`config.mk`:
```
export PLATFORM = sky130hd
export DESIGN_NAME = cfu_l2_l1_adapter_flat
export DESIGN_NICKNAME = d
export VERILOG_FILES = /design/src/rtl/cfu_l2_l1_adapter_if.sv /design/src/rtl/cfu_l2_l1_adapter.sv /design/src/flat_wrapper.sv
export SDC_FILE = /design/constraint.sdc
export NUM_CORES = 1
export LEC_CHECK = 0
export BUFFER_PORTS_ARGS = -buffer_cell sky130_fd_sc_hd__buf_2
export CAP_MARGIN = 10
export CORE_MARGIN = 3
export CORE_UTILIZATION = 45
export DETAILED_ROUTE_END_ITERATION = 6
export GPL_TIMING_DRIVEN = 0
export PLACE_DENSITY = 0.85
export SLEW_MARGIN = 20
export SYNTH_ARGS = -nofsm -noshare
export SYNTH_HDL_FRONTEND = slang
export SYNTH_SLANG_ARGS = --single-unit
export TNS_END_PERCENT = 20
```
`constraint.sdc`:
```
create_clock -name clk -period 5.86 [get_ports clk]
set_clock_uncertainty 0.15 [all_clocks]
set_input_delay 0.586 -clock clk [delete_from_list [all_inputs] [get_ports clk]]
set_output_delay 0.586 -clock clk [all_outputs]
set_load 0.02 [all_outputs]
```
`src/rtl/cfu_l2_l1_adapter_if.sv`:
```
`default_nettype none
// +--------------------------------------------------------------------------+
// | cfu_l2_l1_adapter_if : CFU types and the CFU-L2 request/response bundle  |
// | Revision: 1.0                                                            |
// +--------------------------------------------------------------------------+

package cfu_pkg;
  typedef logic [9:0] cfid_t;

  typedef enum logic [2:0] {
    CFU_OK           = 3'd0,
    CFU_ERROR_CFU    = 3'd1,
    CFU_ERROR_OFF    = 3'd2,
    CFU_ERROR_STATE  = 3'd3,
    CFU_ERROR_FUNC   = 3'd4,
    CFU_ERROR_OP     = 3'd5,
    CFU_ERROR_CUSTOM = 3'd6
  } cfu_status_t;
endpackage

interface cfu_l2_l1_adapter_if #(
  parameter int CFU_ID_W   = 1,
  parameter int STATE_ID_W = 1,
  parameter int FUNC_ID_W  = 10,
  parameter int DATA_W     = 32
);
  import cfu_pkg::*;

  logic                  req_valid;
  logic                  req_ready;
  logic [CFU_ID_W-1:0]   req_cfu;
  logic [STATE_ID_W-1:0] req_state;
  logic [FUNC_ID_W-1:0]  req_func;
  logic [DATA_W-1:0]     req_data0;
  logic [DATA_W-1:0]     req_data1;

  logic                  resp_valid;
  logic                  resp_ready;
  cfu_status_t           resp_status;
  logic [DATA_W-1:0]     resp_data;

  modport master (
    output req_valid, req_cfu, req_state, req_func, req_data0, req_data1, resp_ready,
    input  req_ready, resp_valid, resp_status, resp_data
  );

  modport slave (
    input  req_valid, req_cfu, req_state, req_func, req_data0, req_data1, resp_ready,
    output req_ready, resp_valid, resp_status, resp_data
  );
endinterface

`default_nettype wire

```
`src/rtl/cfu_l2_l1_adapter.sv`:
```
`default_nettype none
// +--------------------------------------------------------------------------+
// | cfu_l2_l1_adapter : ready/valid CFU-L2 port onto a fixed-latency L1 CFU  |
// | Revision: 1.0                                                            |
// +--------------------------------------------------------------------------+

module cfu_l2_l1_adapter
  import cfu_pkg::*;
#(
  parameter int CFU_LATENCY    = 0,
  parameter int CFU_CFU_ID_W   = 0,
  parameter int CFU_STATE_ID_W = 0,
  parameter int CFU_FUNC_ID_W  = $bits(cfid_t),
  parameter int CFU_DATA_W     = 32,
  parameter int FIFO_DEPTH     = CFU_LATENCY + 2,
  localparam int CID_W = (CFU_CFU_ID_W   == 0) ? 1 : CFU_CFU_ID_W,
  localparam int SID_W = (CFU_STATE_ID_W == 0) ? 1 : CFU_STATE_ID_W
) (
  input  logic                     clk,
  input  logic                     rst_n,
  cfu_l2_l1_adapter_if.slave       l2,

  output logic                     cfu_clk_en,
  output logic                     cfu_req_valid,
  output logic [CID_W-1:0]         cfu_req_cfu,
  output logic [SID_W-1:0]         cfu_req_state,
  output logic [CFU_FUNC_ID_W-1:0] cfu_req_func,
  output logic [CFU_DATA_W-1:0]    cfu_req_data0,
  output logic [CFU_DATA_W-1:0]    cfu_req_data1,
  input  logic                     cfu_resp_valid,
  input  cfu_status_t              cfu_resp_status,
  input  logic [CFU_DATA_W-1:0]    cfu_resp_data,

  output logic                     proto_err
);

  localparam int CW = $clog2(FIFO_DEPTH + 1);
  localparam int PW = (FIFO_DEPTH > 1) ? $clog2(FIFO_DEPTH) : 1;
  localparam int SW = $bits(cfu_status_t);
  localparam int EW = SW + CFU_DATA_W;
  localparam logic [CW-1:0] DEPTH_C  = CW'(FIFO_DEPTH);
  localparam logic [PW-1:0] LAST_PTR = PW'(FIFO_DEPTH - 1);

  logic          ready;
  logic          accept;
  logic          pop;
  logic          trk;
  logic          sup_ok;
  logic [CW-1:0] cnt_q, cnt_d;
  logic [CW-1:0] occ_q, occ_d;
  logic [PW-1:0] wr_q, wr_d;
  logic [PW-1:0] rd_q, rd_d;
  logic          proto_err_q, proto_err_d;
  logic [EW-1:0] mem_q [FIFO_DEPTH];
  logic [EW-1:0] head;

  function automatic logic [PW-1:0] ptr_inc(input logic [PW-1:0] p);
    return (p == LAST_PTR) ? '0 : p + 1'b1;
  endfunction

  // Credits cover in-flight requests as well as stored responses, so every push has a slot.
  assign ready  = rst_n && (cnt_q < DEPTH_C);
  assign accept = l2.req_valid && ready;
  assign pop    = (occ_q != '0) && l2.resp_ready;

  assign l2.req_ready   = ready;
  assign l2.resp_valid  = (occ_q != '0);
  assign head           = mem_q[rd_q];
  assign l2.resp_status = cfu_status_t'(head[EW-1 -: SW]);
  assign l2.resp_data   = head[CFU_DATA_W-1:0];

  assign cfu_clk_en    = rst_n;
  assign cfu_req_valid = accept;
  assign cfu_req_cfu   = l2.req_cfu;
  assign cfu_req_state = l2.req_state;
  assign cfu_req_func  = l2.req_func;
  assign cfu_req_data0 = l2.req_data0;
  assign cfu_req_data1 = l2.req_data1;
  assign proto_err     = proto_err_q;

  generate
    if (CFU_LATENCY == 0) begin : g_trk_comb
      assign trk = accept;
    end else begin : g_trk_pipe
      logic [CFU_LATENCY-1:0] trk_q;
      always_ff @(posedge clk or negedge rst_n) begin
        if (!rst_n) trk_q <= '0;
        else        trk_q <= (trk_q << 1) | CFU_LATENCY'(accept);
      end
      assign trk = trk_q[CFU_LATENCY-1];
    end
  endgenerate

  // L1 responses to pre-reset requests may still emerge during the first N cycles.
  generate
    if (CFU_LATENCY == 0) begin : g_sup_none
      assign sup_ok = 1'b1;
    end else begin : g_sup_cnt
      localparam int UW = $clog2(CFU_LATENCY + 1);
      logic [UW-1:0] sup_q;
      always_ff @(posedge clk or negedge rst_n) begin
        if (!rst_n)             sup_q <= UW'(CFU_LATENCY);
        else if (sup_q != '0)   sup_q <= sup_q - 1'b1;
      end
      assign sup_ok = (sup_q == '0);
    end
  endgenerate

  always_comb begin
    cnt_d       = cnt_q + CW'(accept) - CW'(pop);
    occ_d       = occ_q + CW'(trk) - CW'(pop);
    wr_d        = trk ? ptr_inc(wr_q) : wr_q;
    rd_d        = pop ? ptr_inc(rd_q) : rd_q;
    proto_err_d = proto_err_q || (sup_ok && (cfu_resp_valid != trk));
  end

  always_ff @(posedge clk or negedge rst_n) begin
    if (!rst_n) begin
      cnt_q       <= '0;
      occ_q       <= '0;
      wr_q        <= '0;
      rd_q        <= '0;
      proto_err_q <= 1'b0;
    end else begin
      cnt_q       <= cnt_d;
      occ_q       <= occ_d;
      wr_q        <= wr_d;
      rd_q        <= rd_d;
      proto_err_q <= proto_err_d;
    end
  end

  always_ff @(posedge clk) begin
    if (trk) mem_q[wr_q] <= {cfu_resp_status, cfu_resp_data};
  end

endmodule

`default_nettype wire

```
`src/flat_wrapper.sv`:
```
// flat-port wrapper written by rule: the top's interface ports become plain ports
module cfu_l2_l1_adapter_flat import cfu_pkg::*;
#(
  parameter int CFU_LATENCY    = 0,
  parameter int CFU_CFU_ID_W   = 0,
  parameter int CFU_STATE_ID_W = 0,
  parameter int CFU_FUNC_ID_W  = $bits(cfid_t),
  parameter int CFU_DATA_W     = 32,
  parameter int FIFO_DEPTH     = CFU_LATENCY + 2,
  localparam int CID_W = (CFU_CFU_ID_W   == 0) ? 1 : CFU_CFU_ID_W,
  localparam int SID_W = (CFU_STATE_ID_W == 0) ? 1 : CFU_STATE_ID_W
)
  (clk, rst_n, cfu_clk_en, cfu_req_valid, cfu_req_cfu, cfu_req_state, cfu_req_func, cfu_req_data0, cfu_req_data1, cfu_resp_valid, cfu_resp_status, cfu_resp_data, proto_err, l2_req_valid, l2_req_cfu, l2_req_state, l2_req_func, l2_req_data0, l2_req_data1, l2_resp_ready, l2_req_ready, l2_resp_valid, l2_resp_status, l2_resp_data);
  cfu_l2_l1_adapter_if l2_i ();
  input  logic clk;
  input  logic rst_n;
  output logic cfu_clk_en;
  output logic cfu_req_valid;
  output logic [CID_W-1:0] cfu_req_cfu;
  output logic [SID_W-1:0] cfu_req_state;
  output logic [CFU_FUNC_ID_W-1:0] cfu_req_func;
  output logic [CFU_DATA_W-1:0] cfu_req_data0;
  output logic [CFU_DATA_W-1:0] cfu_req_data1;
  input  logic cfu_resp_valid;
  input  cfu_status_t cfu_resp_status;
  input  logic [CFU_DATA_W-1:0] cfu_resp_data;
  output logic proto_err;
  input wire logic [$bits(l2_i.req_valid)-1:0] l2_req_valid;
  input wire logic [$bits(l2_i.req_cfu)-1:0] l2_req_cfu;
  input wire logic [$bits(l2_i.req_state)-1:0] l2_req_state;
  input wire logic [$bits(l2_i.req_func)-1:0] l2_req_func;
  input wire logic [$bits(l2_i.req_data0)-1:0] l2_req_data0;
  input wire logic [$bits(l2_i.req_data1)-1:0] l2_req_data1;
  input wire logic [$bits(l2_i.resp_ready)-1:0] l2_resp_ready;
  output wire logic [$bits(l2_i.req_ready)-1:0] l2_req_ready;
  output wire logic [$bits(l2_i.resp_valid)-1:0] l2_resp_valid;
  output wire logic [$bits(l2_i.resp_status)-1:0] l2_resp_status;
  output wire logic [$bits(l2_i.resp_data)-1:0] l2_resp_data;
  assign l2_i.req_valid = l2_req_valid;
  assign l2_i.req_cfu = l2_req_cfu;
  assign l2_i.req_state = l2_req_state;
  assign l2_i.req_func = l2_req_func;
  assign l2_i.req_data0 = l2_req_data0;
  assign l2_i.req_data1 = l2_req_data1;
  assign l2_i.resp_ready = l2_resp_ready;
  assign l2_req_ready = l2_i.req_ready;
  assign l2_resp_valid = l2_i.resp_valid;
  assign l2_resp_status = l2_i.resp_status;
  assign l2_resp_data = l2_i.resp_data;
  cfu_l2_l1_adapter #(.CFU_LATENCY(CFU_LATENCY), .CFU_CFU_ID_W(CFU_CFU_ID_W), .CFU_STATE_ID_W(CFU_STATE_ID_W), .CFU_FUNC_ID_W(CFU_FUNC_ID_W), .CFU_DATA_W(CFU_DATA_W), .FIFO_DEPTH(FIFO_DEPTH)) u_core (.clk(clk), .rst_n(rst_n), .l2(l2_i), .cfu_clk_en(cfu_clk_en), .cfu_req_valid(cfu_req_valid), .cfu_req_cfu(cfu_req_cfu), .cfu_req_state(cfu_req_state), .cfu_req_func(cfu_req_func), .cfu_req_data0(cfu_req_data0), .cfu_req_data1(cfu_req_data1), .cfu_resp_valid(cfu_resp_valid), .cfu_resp_status(cfu_resp_status), .cfu_resp_data(cfu_resp_data), .proto_err(proto_err));
endmodule
```
==> impl_metrics.prom, run 1 <==
# TYPE chip_impl_metric gauge
chip_impl_info{name="result_of_the_run",value="finished clean"} 1
chip_impl_metric{name="cts.reportedPaths.clkPinSlew",unit="ps"} 80
chip_impl_metric{name="initial_core_util",unit="%"} 47.0
chip_impl_metric{name="fillerInstances",unit=""} 573
chip_impl_metric{name="layout.cells.non_filler",unit=""} 488
chip_impl_metric{name="grt_util_overall",unit="%"} 15.9
chip_impl_metric{name="vias_per_cell",unit=""} 4.49
chip_impl_metric{name="cts-hold-fix-buffers",unit=""} 1
chip_impl_info{name="yosysTopAreaCell",value="sky130_fd_sc_hd__edfxtp_1"} 1
chip_impl_metric{name="period_minus_slack",unit="ps"} 2600
chip_impl_metric{name="place.gp.congestion",unit=""} 0.634
chip_impl_metric{name="max-cap-violations",unit=""} 0
chip_impl_metric{name="syn-mean-instance-area",unit="um2"} 16.1
chip_impl_metric{name="reg2reg_setup_slack",unit="ps"} 3840
chip_impl_metric{name="ports_placed_on_the_boundary",unit=""} 232
chip_impl_info{name="startpoint_type",value="primary input"} 1
chip_impl_metric{name="postRouteWirelength",unit="um"} 7490
chip_impl_info{name="cts_tree",value="built"} 1
chip_impl_metric{name="p_total",unit="mW"} 1.71
chip_impl_info{name="layout_common_cells",value="157 x sky130_fd_sc_hd__buf_2, 79 x sky130_fd_sc_hd__buf_4, 70 x sky130_fd_sc_hd__edfxtp_1"} 1
chip_impl_metric{name="antenna_cells_inserted",unit=""} 0
chip_impl_metric{name="hpwlAfterDp",unit="um"} 5760
chip_impl_info{name="mostFrequentLayoutCell",value="sky130_fd_sc_hd__buf_2"} 1
chip_impl_metric{name="final-hold-violation-count",unit=""} 0
chip_impl_metric{name="antenna_found_initial",unit=""} 0
chip_impl_metric{name="p_leak",unit="nW"} 2.06
chip_impl_metric{name="flow.area_growth_from_synthesis",unit="%"} 33.6
chip_impl_metric{name="cp_data_arrival_time",unit="ps"} 1860
chip_impl_metric{name="utilization",unit="%"} 62.8
chip_impl_metric{name="grt_first_pass_wirelength",unit="um"} 10500
chip_impl_metric{name="share_of_yosys_cell_area_claimed_by_the_top_area_cell_type",unit="%"} 60.7
chip_impl_metric{name="min_period_over_period",unit="%"} 44.3
chip_impl_info{name="path_cells",value="dlygate4sd3_1, buf_2, and3b_1, buf_6, buf_2"} 1
chip_impl_metric{name="tns",unit="ps"} 0
chip_impl_info{name="cp_dominant_cell_by_count",value="sky130_fd_sc_hd__buf_2"} 1
chip_impl_info{name="min-delay-path-class",value="primary input to flop"} 1
chip_impl_info{name="ys.flop_type",value="sky130_fd_sc_hd__edfxtp_1"} 1
chip_impl_metric{name="post-cts-setup-buffers",unit=""} 0
chip_impl_metric{name="yosys_warnings",unit=""} 0
chip_impl_metric{name="fmax",unit="MHz"} 385
chip_impl_metric{name="routed_vias",unit=""} 2189
chip_impl_metric{name="syn-instance-count",unit=""} 215
chip_impl_info{name="setup_repair_after_global_routing_missed_its_margin",value="no"} 1
chip_impl_info{name="cts.root.buffer_cell",value="sky130_fd_sc_hd__clkbuf_8"} 1
chip_impl_metric{name="reg2regPathDepth",unit=""} 4
chip_impl_metric{name="yosys_register_bits",unit=""} 77
chip_impl_info{name="slowest_cell_on_the_critical_path",value="sky130_fd_sc_hd__dlygate4sd3_1"} 1
chip_impl_metric{name="postRouteAntennaNets",unit=""} 0
chip_impl_metric{name="clk_latency",unit="ps"} 350
chip_impl_metric{name="dieArea",unit="um2"} 8790
chip_impl_metric{name="cts-resized-gates",unit=""} 0
chip_impl_metric{name="syn-cell-area",unit="um2"} 3460
chip_impl_metric{name="ir_drop",unit="V"} 0.000242
chip_impl_metric{name="portBuffers",unit=""} 155
chip_impl_metric{name="cts_htree_levels",unit=""} 3
chip_impl_metric{name="yosys.cell_types.count",unit=""} 21
chip_impl_metric{name="number_of_buffers_created_by_cts",unit=""} 9
chip_impl_metric{name="cp_data_required_time",unit="ps"} 5120
chip_impl_metric{name="synth_nets",unit=""} 333
chip_impl_metric{name="cts.path.max_buffers",unit=""} 2
chip_impl_metric{name="sequential_area_share_after_synthesis",unit="%"} 65.7
chip_impl_metric{name="cells_after_dpl",unit=""} 471
chip_impl_metric{name="synth_edf_count",unit=""} 70
chip_impl_metric{name="timing.slew.headroom",unit="%"} 59.0
chip_impl_metric{name="grt_start_max_net_pins",unit=""} 20
chip_impl_metric{name="fin_nets",unit=""} 502
chip_impl_metric{name="dr.first_iter.drc_count",unit=""} 71
chip_impl_metric{name="timing.critical_path.fanout_max",unit=""} 12
chip_impl_metric{name="first_global_vias",unit=""} 2194
chip_impl_info{name="worstSetupEndpointType",value="output port"} 1
chip_impl_metric{name="setup_viol_count_final",unit=""} 0
chip_impl_metric{name="slew_violations",unit=""} 0
chip_impl_metric{name="postSynth.asyncResetShare",unit="%"} 9.09
chip_impl_metric{name="grt_remaining_overflow",unit=""} 0
chip_impl_metric{name="area_taken_by_flip_flops_and_latches",unit="um2"} 2280
chip_impl_metric{name="chipWidth",unit="um"} 93.7
chip_impl_metric{name="timing.critical_path.slowest_cell_delay",unit="ps"} 530
chip_impl_metric{name="slew_of_the_pin_with_the_lowest_slew_margin",unit="ps"} 614
chip_impl_metric{name="final_layout_size_suffix_gt1_share",unit="%"} 75.8
chip_impl_metric{name="drtPass1Iterations",unit=""} 4
chip_impl_metric{name="rows",unit=""} 31
chip_impl_metric{name="power-per-cell-area",unit="nW/um2"} 370
chip_impl_metric{name="core_area",unit="um2"} 7370
chip_impl_metric{name="post_dr_wirelength_cell",unit="um"} 15.3
chip_impl_metric{name="die_height",unit="um"} 93.7
chip_impl_metric{name="drt_drc_violations_left",unit=""} 0
chip_impl_info{name="synth.area.top_cells",value="sky130_fd_sc_hd__edfxtp_1 61%, sky130_fd_sc_hd__buf_4 17%, sky130_fd_sc_hd__mux2_2 11%"} 1
chip_impl_info{name="path_class",value="primary input to output port"} 1
chip_impl_metric{name="hold_path_depth",unit=""} 1
chip_impl_metric{name="multi_input_comb_area",unit="um2"} 582
chip_impl_metric{name="number_of_clock_sinks",unit=""} 77
critical path, delay by kind of cell:
family / cells / cell delay, ps
buffers and inverters: 4 / 1070
AND/OR/NAND/NOR: 1 / 210
cells by family after synthesis:
kind of cell	after synthesis	share of synthesized area, %
mux	36	11.7
buf+inv	82	17.7
compound gates	3	0.758
flops	77	65.7
fa+ha+maj	2	0.722
xor+xnor	6	1.52
simple gates	9	1.88
sequential cells by signal, summed over array words and instances, names as in the netlist:
name,flops
u_core.mem_q,70
u_core.cnt_q,2
u_core.occ_q,2
u_core.proto_err,1
u_core.rd_q,1
u_core.wr_q,1
area by class of cell:
class	count	share of cell area (%)
Multi-Input combinational cell	56	12.6
Tap cell	99	2.68
Timing Repair Buffer	158	18.2
Clock buffer	9	2.68
Clock inverter	7	1.41
Buffer	82	13.3
Sequential cell	77	49.2
Yosys cell counts (2+ instances only):
master	n
sky130_fd_sc_hd__xor2_1	2
sky130_fd_sc_hd__edfxtp_1	70
sky130_fd_sc_hd__ha_1	2
sky130_fd_sc_hd__buf_4	79
sky130_fd_sc_hd__dfrtp_1	7
sky130_fd_sc_hd__buf_2	2
sky130_fd_sc_hd__nand2b_1	2
sky130_fd_sc_hd__mux2_2	35
sky130_fd_sc_hd__xnor2_1	4
per-stage QoR:
step	hold WS [ps]	setup WS (ps)	instance area [um2]
after global placement	300	1740	4360
after global routing	249	3150	4630
final	269	3260	4630
after floorplan	140	2770	3460
after detailed placement	303	3430	4430
after CTS	259	3270	4630
routing by layer:
layer,vias to the layer above,global-route usage [%],routed length [um]
met3,9,5.37,753
li1,1025,-,-
met5,-,0,0
met4,0,6.14,94
met1,1030,18.1,2670
met2,125,27.4,3970
report_power, final:
group	switching [mW]	leakage [nW]	total [mW]	internal, mW
Sequential	0.0297	0.716	0.707	0.677
Combinational	0.341	1.25	0.619	0.278
Clock	0.189	0.0968	0.384	0.194
Total	0.561	2.06	1.71	1.15
path summary, 6_finish.rpt:
check,startpoint,end
min reg2reg,u_core.proto_err,u_core.proto_err
max,rst_n,cfu_req_valid
min in group asynchronous,rst_n,u_core.cnt_q[1]
max reg2reg,u_core.cnt_q[1],u_core.mem_q[0][22]
max in group asynchronous,rst_n,u_core.rd_q
min,cfu_resp_data[9],u_core.mem_q[0][9]
Note: power is estimated with default switching activity, not from simulation.
==> run 2, diff against run 1 <==
--- a/config.mk
+++ b/config.mk
@@ -5,13 +5,14 @@
 export SDC_FILE = /design/constraint.sdc
 export NUM_CORES = 1
 export LEC_CHECK = 0
+export ABC_AREA = 1
 export BUFFER_PORTS_ARGS = -buffer_cell sky130_fd_sc_hd__buf_2
 export CAP_MARGIN = 10
 export CORE_MARGIN = 3
-export CORE_UTILIZATION = 45
+export CORE_UTILIZATION = 38
 export DETAILED_ROUTE_END_ITERATION = 6
 export GPL_TIMING_DRIVEN = 0
-export PLACE_DENSITY = 0.85
+export PLACE_DENSITY = 0.77
 export SLEW_MARGIN = 20
 export SYNTH_ARGS = -nofsm -noshare
 export SYNTH_HDL_FRONTEND = slang
==> constraint.sdc (replaced) <==
create_clock -name clk -period 2.1 [get_ports clk]
set_clock_uncertainty 0.15 [all_clocks]
set_input_delay 0.21 -clock clk [delete_from_list [all_inputs] [get_ports clk]]
set_output_delay 0.21 -clock clk [all_outputs]
set_load 0.02 [all_outputs]
==> run 2 against run 1 <==
- routed wire length grew 30%
- sequential power grew to 2.8 times the previous value
- first-iteration DRC count rose by 13%
- worst setup slack lost 3100 ps
- critical path depth did not move
- largest cell class unchanged
- largest power group is now combinational cells
==> impl_metrics.prom, run 2 <==
# TYPE chip_impl_metric gauge
chip_impl_metric{name="reg2reg_setup_slack",unit="ps"} 390
chip_impl_metric{name="first_global_vias",unit=""} 2666
chip_impl_info{name="slowest_cell_on_the_critical_path",value="sky130_fd_sc_hd__dlygate4sd3_1"} 1
chip_impl_metric{name="p_total",unit="mW"} 5.12
chip_impl_info{name="synthMostInstantiatedCell",value="sky130_fd_sc_hd__nand2_1"} 1
chip_impl_metric{name="drt_drc_violations_left",unit=""} 0
chip_impl_metric{name="cp_data_arrival_time",unit="ps"} 1780
chip_impl_info{name="ys.flop_type",value="sky130_fd_sc_hd__edfxtp_1"} 1
chip_impl_info{name="layout_common_cells",value="157 x sky130_fd_sc_hd__buf_2, 110 x sky130_fd_sc_hd__nand2_1, 81 x sky130_fd_sc_hd__buf_4"} 1
chip_impl_metric{name="antenna_found_initial",unit=""} 0
chip_impl_metric{name="dr.first_iter.drc_count",unit=""} 80
chip_impl_info{name="min-delay-path-class",value="primary input to flop"} 1
chip_impl_metric{name="cts.path.max_buffers",unit=""} 2
chip_impl_metric{name="hold-worst-slack",unit="ps"} 106
chip_impl_info{name="cts_tree",value="built"} 1
chip_impl_metric{name="timing.critical_path.slowest_cell_delay",unit="ps"} 520
chip_impl_info{name="synth.area.top_cells",value="sky130_fd_sc_hd__edfxtp_1 60%, sky130_fd_sc_hd__buf_4 17%, sky130_fd_sc_hd__nand2_1 12%"} 1
chip_impl_metric{name="post_dr_wirelength_cell",unit="um"} 15.9
chip_impl_info{name="worstSetupStartpoint",value="rst_n"} 1
chip_impl_metric{name="yosys_warnings",unit=""} 0
chip_impl_info{name="mostFrequentLayoutCell",value="sky130_fd_sc_hd__buf_2"} 1
chip_impl_metric{name="utilization",unit="%"} 56.8
chip_impl_metric{name="yosys.cell_types.count",unit=""} 20
chip_impl_metric{name="grt_util_overall",unit="%"} 17.7
chip_impl_metric{name="die_height",unit="um"} 102
chip_impl_info{name="path_cells",value="dlygate4sd3_1, buf_2, nand3_4, nor2_4, buf_12"} 1
chip_impl_metric{name="period_minus_slack",unit="ps"} 1890
chip_impl_metric{name="vias_per_cell",unit=""} 4.35
chip_impl_metric{name="ports_placed_on_the_boundary",unit=""} 232
chip_impl_info{name="regMostFlops",value="u_core.mem_q"} 1
chip_impl_metric{name="yosys_register_bits",unit=""} 77
chip_impl_metric{name="grt_remaining_overflow",unit=""} 0
chip_impl_info{name="yosysTopAreaCell",value="sky130_fd_sc_hd__edfxtp_1"} 1
chip_impl_metric{name="syn-instance-count",unit=""} 298
chip_impl_metric{name="cts_htree_levels",unit=""} 3
chip_impl_metric{name="fillerInstances",unit=""} 724
chip_impl_metric{name="postRouteWirelength",unit="um"} 9770
chip_impl_metric{name="sequential_area_share_after_synthesis",unit="%"} 64.9
chip_impl_metric{name="area_taken_by_flip_flops_and_latches",unit="um2"} 2280
chip_impl_metric{name="p_leak",unit="nW"} 2.42
chip_impl_metric{name="timing.slew.headroom",unit="%"} 75.6
chip_impl_metric{name="grt_start_max_net_pins",unit=""} 26
chip_impl_metric{name="slew_violations",unit=""} 0
chip_impl_metric{name="cts-hold-fix-buffers",unit=""} 37
chip_impl_info{name="worstSetupEndpointType",value="flop"} 1
chip_impl_metric{name="number_of_buffers_created_by_cts",unit=""} 9
chip_impl_metric{name="power-per-cell-area",unit="nW/um2"} 1020
chip_impl_metric{name="cts.reportedPaths.clkPinSlew",unit="ps"} 70
chip_impl_metric{name="clk_latency",unit="ps"} 330
chip_impl_metric{name="max-cap-violations",unit=""} 0
chip_impl_metric{name="ir_drop",unit="V"} 0.000694
chip_impl_metric{name="post-cts-setup-buffers",unit=""} 0
chip_impl_info{name="setup_repair_after_global_routing_missed_its_margin",value="no"} 1
chip_impl_metric{name="drtPass1Iterations",unit=""} 4
chip_impl_metric{name="dieArea",unit="um2"} 10400
chip_impl_metric{name="multi_input_comb_area",unit="um2"} 583
chip_impl_metric{name="final-hold-violation-count",unit=""} 0
chip_impl_metric{name="flip_flop_count_of_the_largest_register_after_layout",unit=""} 70
chip_impl_metric{name="min_period_over_period",unit="%"} 90.2
chip_impl_info{name="largest_regs",value="u_core.mem_q x70, u_core.cnt_q x2, u_core.occ_q x2"} 1
chip_impl_metric{name="timing.critical_path.fanout_max",unit=""} 25
chip_impl_metric{name="final_layout_size_suffix_gt1_share",unit="%"} 52.7
chip_impl_metric{name="core_area",unit="um2"} 8850
chip_impl_metric{name="setup_viol_count_final",unit=""} 0
chip_impl_metric{name="reg2regPathDepth",unit=""} 4
chip_impl_metric{name="syn-mean-instance-area",unit="um2"} 11.8
chip_impl_info{name="synth.cells.most_frequent",value="110 x sky130_fd_sc_hd__nand2_1, 81 x sky130_fd_sc_hd__buf_4, 70 x sky130_fd_sc_hd__edfxtp_1, 7 x sky130_fd_sc_hd__dfrtp_1, 4 x sky130_fd_sc_hd__inv_1"} 1
chip_impl_metric{name="postSynth.asyncResetShare",unit="%"} 9.09
chip_impl_metric{name="rows",unit=""} 34
chip_impl_metric{name="slew_of_the_pin_with_the_lowest_slew_margin",unit="ps"} 364
chip_impl_metric{name="number_of_clock_sinks",unit=""} 77
chip_impl_metric{name="hpwlAfterDp",unit="um"} 7490
chip_impl_info{name="startpoint_type",value="primary input"} 1
chip_impl_metric{name="routed_vias",unit=""} 2673
chip_impl_info{name="regToRegStartpoint",value="u_core.cnt_q[1]"} 1
chip_impl_metric{name="fin_nets",unit=""} 621
chip_impl_metric{name="initial_core_util",unit="%"} 39.6
chip_impl_info{name="critical_path.reg2reg.endpoint",value="u_core.mem_q[0][0]"} 1
chip_impl_metric{name="synth_edf_count",unit=""} 70
chip_impl_metric{name="share_of_yosys_cell_area_claimed_by_the_top_area_cell_type",unit="%"} 59.9
chip_impl_metric{name="fmax",unit="MHz"} 528
chip_impl_metric{name="place.gp.congestion",unit=""} 0.878
chip_impl_info{name="result_of_the_run",value="finished clean"} 1
chip_impl_metric{name="cp_data_required_time",unit="ps"} 1990
chip_impl_metric{name="flow.area_growth_from_synthesis",unit="%"} 43.2
chip_impl_info{name="worst_setup_path_endpoint",value="u_core.mem_q[0][0]"} 1
chip_impl_metric{name="antenna_cells_inserted",unit=""} 0
chip_impl_info{name="path_class",value="primary input to flop"} 1
chip_impl_metric{name="syn-cell-area",unit="um2"} 3510
chip_impl_metric{name="synth_nets",unit=""} 416
chip_impl_info{name="cts.root.buffer_cell",value="sky130_fd_sc_hd__clkbuf_8"} 1
chip_impl_metric{name="portBuffers",unit=""} 155
chip_impl_metric{name="grt_first_pass_wirelength",unit="um"} 13400
chip_impl_metric{name="postRouteAntennaNets",unit=""} 0
chip_impl_metric{name="chipWidth",unit="um"} 102
chip_impl_metric{name="cts-resized-gates",unit=""} 0
## run 2: cell count changes in the layout (fill, tap and decap cells not counted), sizes merged, moves of 2 or more
cell | before | now
buf | 239 | 241
dlygate4sd3 | 1 | 37
inv | 1 | 8
mux2 | 35 | 0
nand2 | 0 | 113
nand2b | 2 | 0
nand3 | 0 | 3
nor2 | 0 | 5
xnor2 | 4 | 1
## run 2: worst min path at each step
stage / from / to / cells after the start
6_report: l2_resp_ready / u_core.occ_q[1] / 5
4_1_cts: l2_resp_ready / u_core.occ_q[1] / 5
3_5_place_dp: rst_n / u_core.proto_err / 1
5_1_grt: l2_resp_ready / u_core.rd_q / 4
3_3_place_gp: rst_n / u_core.proto_err / 1
2_1_floorplan: rst_n / u_core.cnt_q[0] / 0
## run 2: worst max-delay path: cells and delay by family
kind          cells  cell delay, ps
buf+inv           3            1010
simple gates      2             540
## run 2: cell families (layout without fill, tap and decap cells)
logic type,count (synthesis),count (layout),share of synthesized area [%]
simple gates,121,121,14.2
fa+ha+maj,2,2,0.713
buf+inv,92,301,18.9
flops,77,77,64.9
xor+xnor,4,4,0.999
compound gates,2,2,0.285
## run 2: per-stage QoR
stage	instances	cell area, um2	worst slack (ps)	TNS, ps
2_1_floorplan	298	3510	-562	-39330
3_3_place_gp	561	4420	-1340	-93640
3_5_place_dp	563	4470	357	0
4_1_cts	615	5020	188	0
5_1_grt	615	5020	88.3	0
6_report	615	5020	206	0
## run 2: metal layers
metal | GRT usage, % | part of all wire [%]
met5 | 0 | 0
met4 | 7.27 | 2.7
met3 | 5.60 | 8.0
met2 | 33.4 | 54
met1 | 17.9 | 35
## run 2: layout make-up
cell class / instances / share of cell area (%)
Buffer: 84 / 12.5
Clock buffer: 10 / 2.54
Clock inverter: 5 / 1.05
Inverter: 8 / 0.648
Multi-Input combinational cell: 129 / 11.6
Sequential cell: 77 / 45.3
Tap cell: 108 / 2.69
Timing Repair Buffer: 194 / 23.6
## run 2: where the power goes
group          leakage (nW)  internal, mW  switching [mW]
sequential            0.716          1.90          0.0798
clock                0.0935         0.537           0.493
combinational          1.61         0.756            1.35
total                  2.42          3.19            1.93
==> run 3, diff against run 2 <==
--- a/config.mk
+++ b/config.mk
@@ -11,7 +11,7 @@
 export CORE_MARGIN = 3
 export CORE_UTILIZATION = 38
 export DETAILED_ROUTE_END_ITERATION = 6
-export GPL_TIMING_DRIVEN = 0
+export GPL_TIMING_DRIVEN = 1
 export PLACE_DENSITY = 0.77
 export SLEW_MARGIN = 20
 export SYNTH_ARGS = -nofsm -noshare
==> run 3 against run 2 <==
- non-clock buffer count is 156 lower
- worst setup slack improved by 92 ps
- routed wire length decreased by 2.7%
- register-to-register slack gained 80 ps
- combinational power is 18% lower
- hold slack lost 8.9 ps
- global-route usage is 0.22 points lower
- final area shrank 19%
- sequential power barely moved
- via count fell by 22%
- maximum frequency is 5.1% higher
==> impl_metrics.prom, run 3 (synthesized netlist as in run 2, its figures left out) <==
# TYPE chip_impl_metric gauge
chip_impl_metric{name="timing.critical_path.buf_inv",unit=""} 2
chip_impl_metric{name="cts.path.max_buffers",unit=""} 2
chip_impl_metric{name="flow.area_growth_from_synthesis",unit="%"} 15.8
chip_impl_metric{name="power-per-cell-area",unit="nW/um2"} 1220
chip_impl_info{name="cts.root.buffer_cell",value="sky130_fd_sc_hd__clkbuf_8"} 1
chip_impl_metric{name="hold-worst-slack",unit="ps"} 96.8
chip_impl_metric{name="tns",unit="ps"} 0
chip_impl_metric{name="postRouteAntennaNets",unit=""} 0
chip_impl_metric{name="period_minus_slack",unit="ps"} 1800
chip_impl_metric{name="die_height",unit="um"} 102
chip_impl_metric{name="final-hold-violation-count",unit=""} 0
chip_impl_metric{name="slew_of_the_pin_with_the_lowest_slew_margin",unit="ps"} 361
chip_impl_info{name="regToRegStartpoint",value="u_core.cnt_q[1]"} 1
chip_impl_metric{name="initial_core_util",unit="%"} 39.6
chip_impl_metric{name="grt_start_max_net_pins",unit=""} 36
chip_impl_metric{name="drtPass1Iterations",unit=""} 4
chip_impl_info{name="worstSetupEndpointType",value="flop"} 1
chip_impl_metric{name="first_global_vias",unit=""} 2094
chip_impl_metric{name="hpwlAfterDp",unit="um"} 7290
chip_impl_metric{name="place.gp.congestion",unit=""} 0.772
chip_impl_metric{name="cts-resized-gates",unit=""} 0
chip_impl_metric{name="core_area",unit="um2"} 8850
chip_impl_metric{name="cts_htree_levels",unit=""} 3
chip_impl_metric{name="final_layout_size_suffix_gt1_share",unit="%"} 32.1
chip_impl_metric{name="routed_vias",unit=""} 2093
chip_impl_metric{name="p_leak",unit="nW"} 1.75
chip_impl_metric{name="post_dr_wirelength_cell",unit="um"} 20.7
chip_impl_metric{name="cp_data_arrival_time",unit="ps"} 1910
chip_impl_metric{name="dr.first_iter.drc_count",unit=""} 120
chip_impl_metric{name="timing.slew.headroom",unit="%"} 75.9
chip_impl_metric{name="ports_placed_on_the_boundary",unit=""} 232
chip_impl_info{name="path_class",value="primary input to flop"} 1
chip_impl_metric{name="slew_violations",unit=""} 0
chip_impl_info{name="cts_tree",value="built"} 1
chip_impl_metric{name="antenna_found_initial",unit=""} 0
chip_impl_metric{name="vias_per_cell",unit=""} 4.55
chip_impl_info{name="largest_regs",value="u_core.mem_q x70, u_core.cnt_q x2, u_core.occ_q x2"} 1
chip_impl_metric{name="number_of_buffers_created_by_cts",unit=""} 9
chip_impl_info{name="min-delay-path-class",value="primary input to async pin"} 1
chip_impl_metric{name="number_of_clock_sinks",unit=""} 77
chip_impl_metric{name="drt_drc_violations_left",unit=""} 0
chip_impl_metric{name="timing.critical_path.slowest_cell_delay",unit="ps"} 520
chip_impl_metric{name="clk_latency",unit="ps"} 340
chip_impl_metric{name="flip_flop_count_of_the_largest_register_after_layout",unit=""} 70
chip_impl_metric{name="portBuffers",unit=""} 79
chip_impl_metric{name="fmax",unit="MHz"} 555
chip_impl_metric{name="grt_first_pass_wirelength",unit="um"} 12900
chip_impl_metric{name="timing.critical_path.fanout_max",unit=""} 10
chip_impl_metric{name="postRouteWirelength",unit="um"} 9500
chip_impl_info{name="startpoint_type",value="primary input"} 1
chip_impl_metric{name="critical_path_cell_count",unit=""} 8
chip_impl_info{name="result_of_the_run",value="finished clean"} 1
chip_impl_metric{name="rows",unit=""} 34
chip_impl_info{name="critPathTopFamily",value="buffers and inverters"} 1
chip_impl_metric{name="max-cap-violations",unit=""} 0
chip_impl_metric{name="grt_remaining_overflow",unit=""} 0
chip_impl_info{name="mostFrequentLayoutCell",value="sky130_fd_sc_hd__nand2_1"} 1
chip_impl_info{name="setup_repair_after_global_routing_missed_its_margin",value="no"} 1
chip_impl_info{name="regMostFlops",value="u_core.mem_q"} 1
chip_impl_metric{name="design_area",unit="um2"} 4060
chip_impl_metric{name="reg2reg_setup_slack",unit="ps"} 470
chip_impl_info{name="slowest_cell_on_the_critical_path",value="sky130_fd_sc_hd__dlygate4sd3_1"} 1
chip_impl_metric{name="cp_data_required_time",unit="ps"} 2210
chip_impl_metric{name="min_period_over_period",unit="%"} 85.8
chip_impl_info{name="critical_path.reg2reg.endpoint",value="u_core.occ_q[1]"} 1
chip_impl_metric{name="grt_util_overall",unit="%"} 17.5
chip_impl_info{name="layout_common_cells",value="110 x sky130_fd_sc_hd__nand2_1, 79 x sky130_fd_sc_hd__buf_2, 70 x sky130_fd_sc_hd__edfxtp_1"} 1
chip_impl_metric{name="cts.reportedPaths.clkPinSlew",unit="ps"} 80
chip_impl_metric{name="setup_viol_count_final",unit=""} 0
chip_impl_metric{name="chipWidth",unit="um"} 102
chip_impl_metric{name="reg2regPathDepth",unit=""} 7
chip_impl_metric{name="placed_cell_area",unit="um2"} 3470
chip_impl_info{name="path_cells",value="dlygate4sd3_1, buf_2, nand3_4, nand2_2, nand2_1, ha_1, xnor2_1, xor2_1"} 1
chip_impl_metric{name="antenna_cells_inserted",unit=""} 0
chip_impl_metric{name="fin_nets",unit=""} 465
chip_impl_metric{name="dieArea",unit="um2"} 10400
chip_impl_metric{name="utilization",unit="%"} 45.9
chip_impl_metric{name="ir_drop",unit="V"} 0.000828
==> run 3: worst max-delay path by stage <==
stage                     slack, ps       startpoint             endpoint
after detailed placement        430            rst_n      u_core.occ_q[1]
after CTS                       270      u_core.rd_q      l2_resp_data[9]
after global placement          510            rst_n  u_core.mem_q[1][28]
final                           300            rst_n      u_core.occ_q[1]
after floorplan                -560  u_core.cnt_q[1]   u_core.mem_q[0][0]
after global routing            140            rst_n      u_core.occ_q[1]
==> run 3: final cells by class <==
cell class,instances,area (um2)
Fill cell,791,4790
Sequential cell,77,2280
Timing Repair Buffer,122,811
Multi-Input combinational cell,129,583
Tap cell,108,135
Clock buffer,9,124
Clock inverter,7,97.6
Inverter,8,32.5
==> run 3: worst reg2reg max path, stage by stage (launching register included) <==
cell	delay [ps]
sky130_fd_sc_hd__dfrtp_1	410
sky130_fd_sc_hd__inv_2	90
sky130_fd_sc_hd__nand3_4	150
sky130_fd_sc_hd__nand2_2	130
sky130_fd_sc_hd__nand2_1	80
sky130_fd_sc_hd__ha_1	190
sky130_fd_sc_hd__xnor2_1	190
sky130_fd_sc_hd__xor2_1	170
==> run 3: timing repair <==
| item | CTS | global route |
|---|---|---|
| hold buffers | 37 | 0 |
| setup buffers | 0 | 0 |
| hold endpoints to repair | 78 | 0 |
==> run 3: per-layer routing <==
metal	up-vias	share of wire (%)	GRT usage, %
met5	-	0	0
met4	0	0.83	3.94
met3	9	20	14.7
met2	142	55	32.7
met1	957	24	13.4
li1	985	-	-
==> run 3: metrics by stage <==
stage | setup WS (ps) | cells | total power [mW]
finish | 298 | 460 | 4.94
global route | 136 | 460 | 5.25
global placement | 513 | 407 | 3.68
floorplan | -562 | 298 | 3.39
CTS | 271 | 460 | 5.00
detailed placement | 431 | 407 | 3.73
==> run 3: power by group <==
part           switching [mW]  internal (mW)
Clock                   0.538          0.675
Combinational            1.19          0.553
Sequential             0.0897           1.90
Total                    1.82           3.13
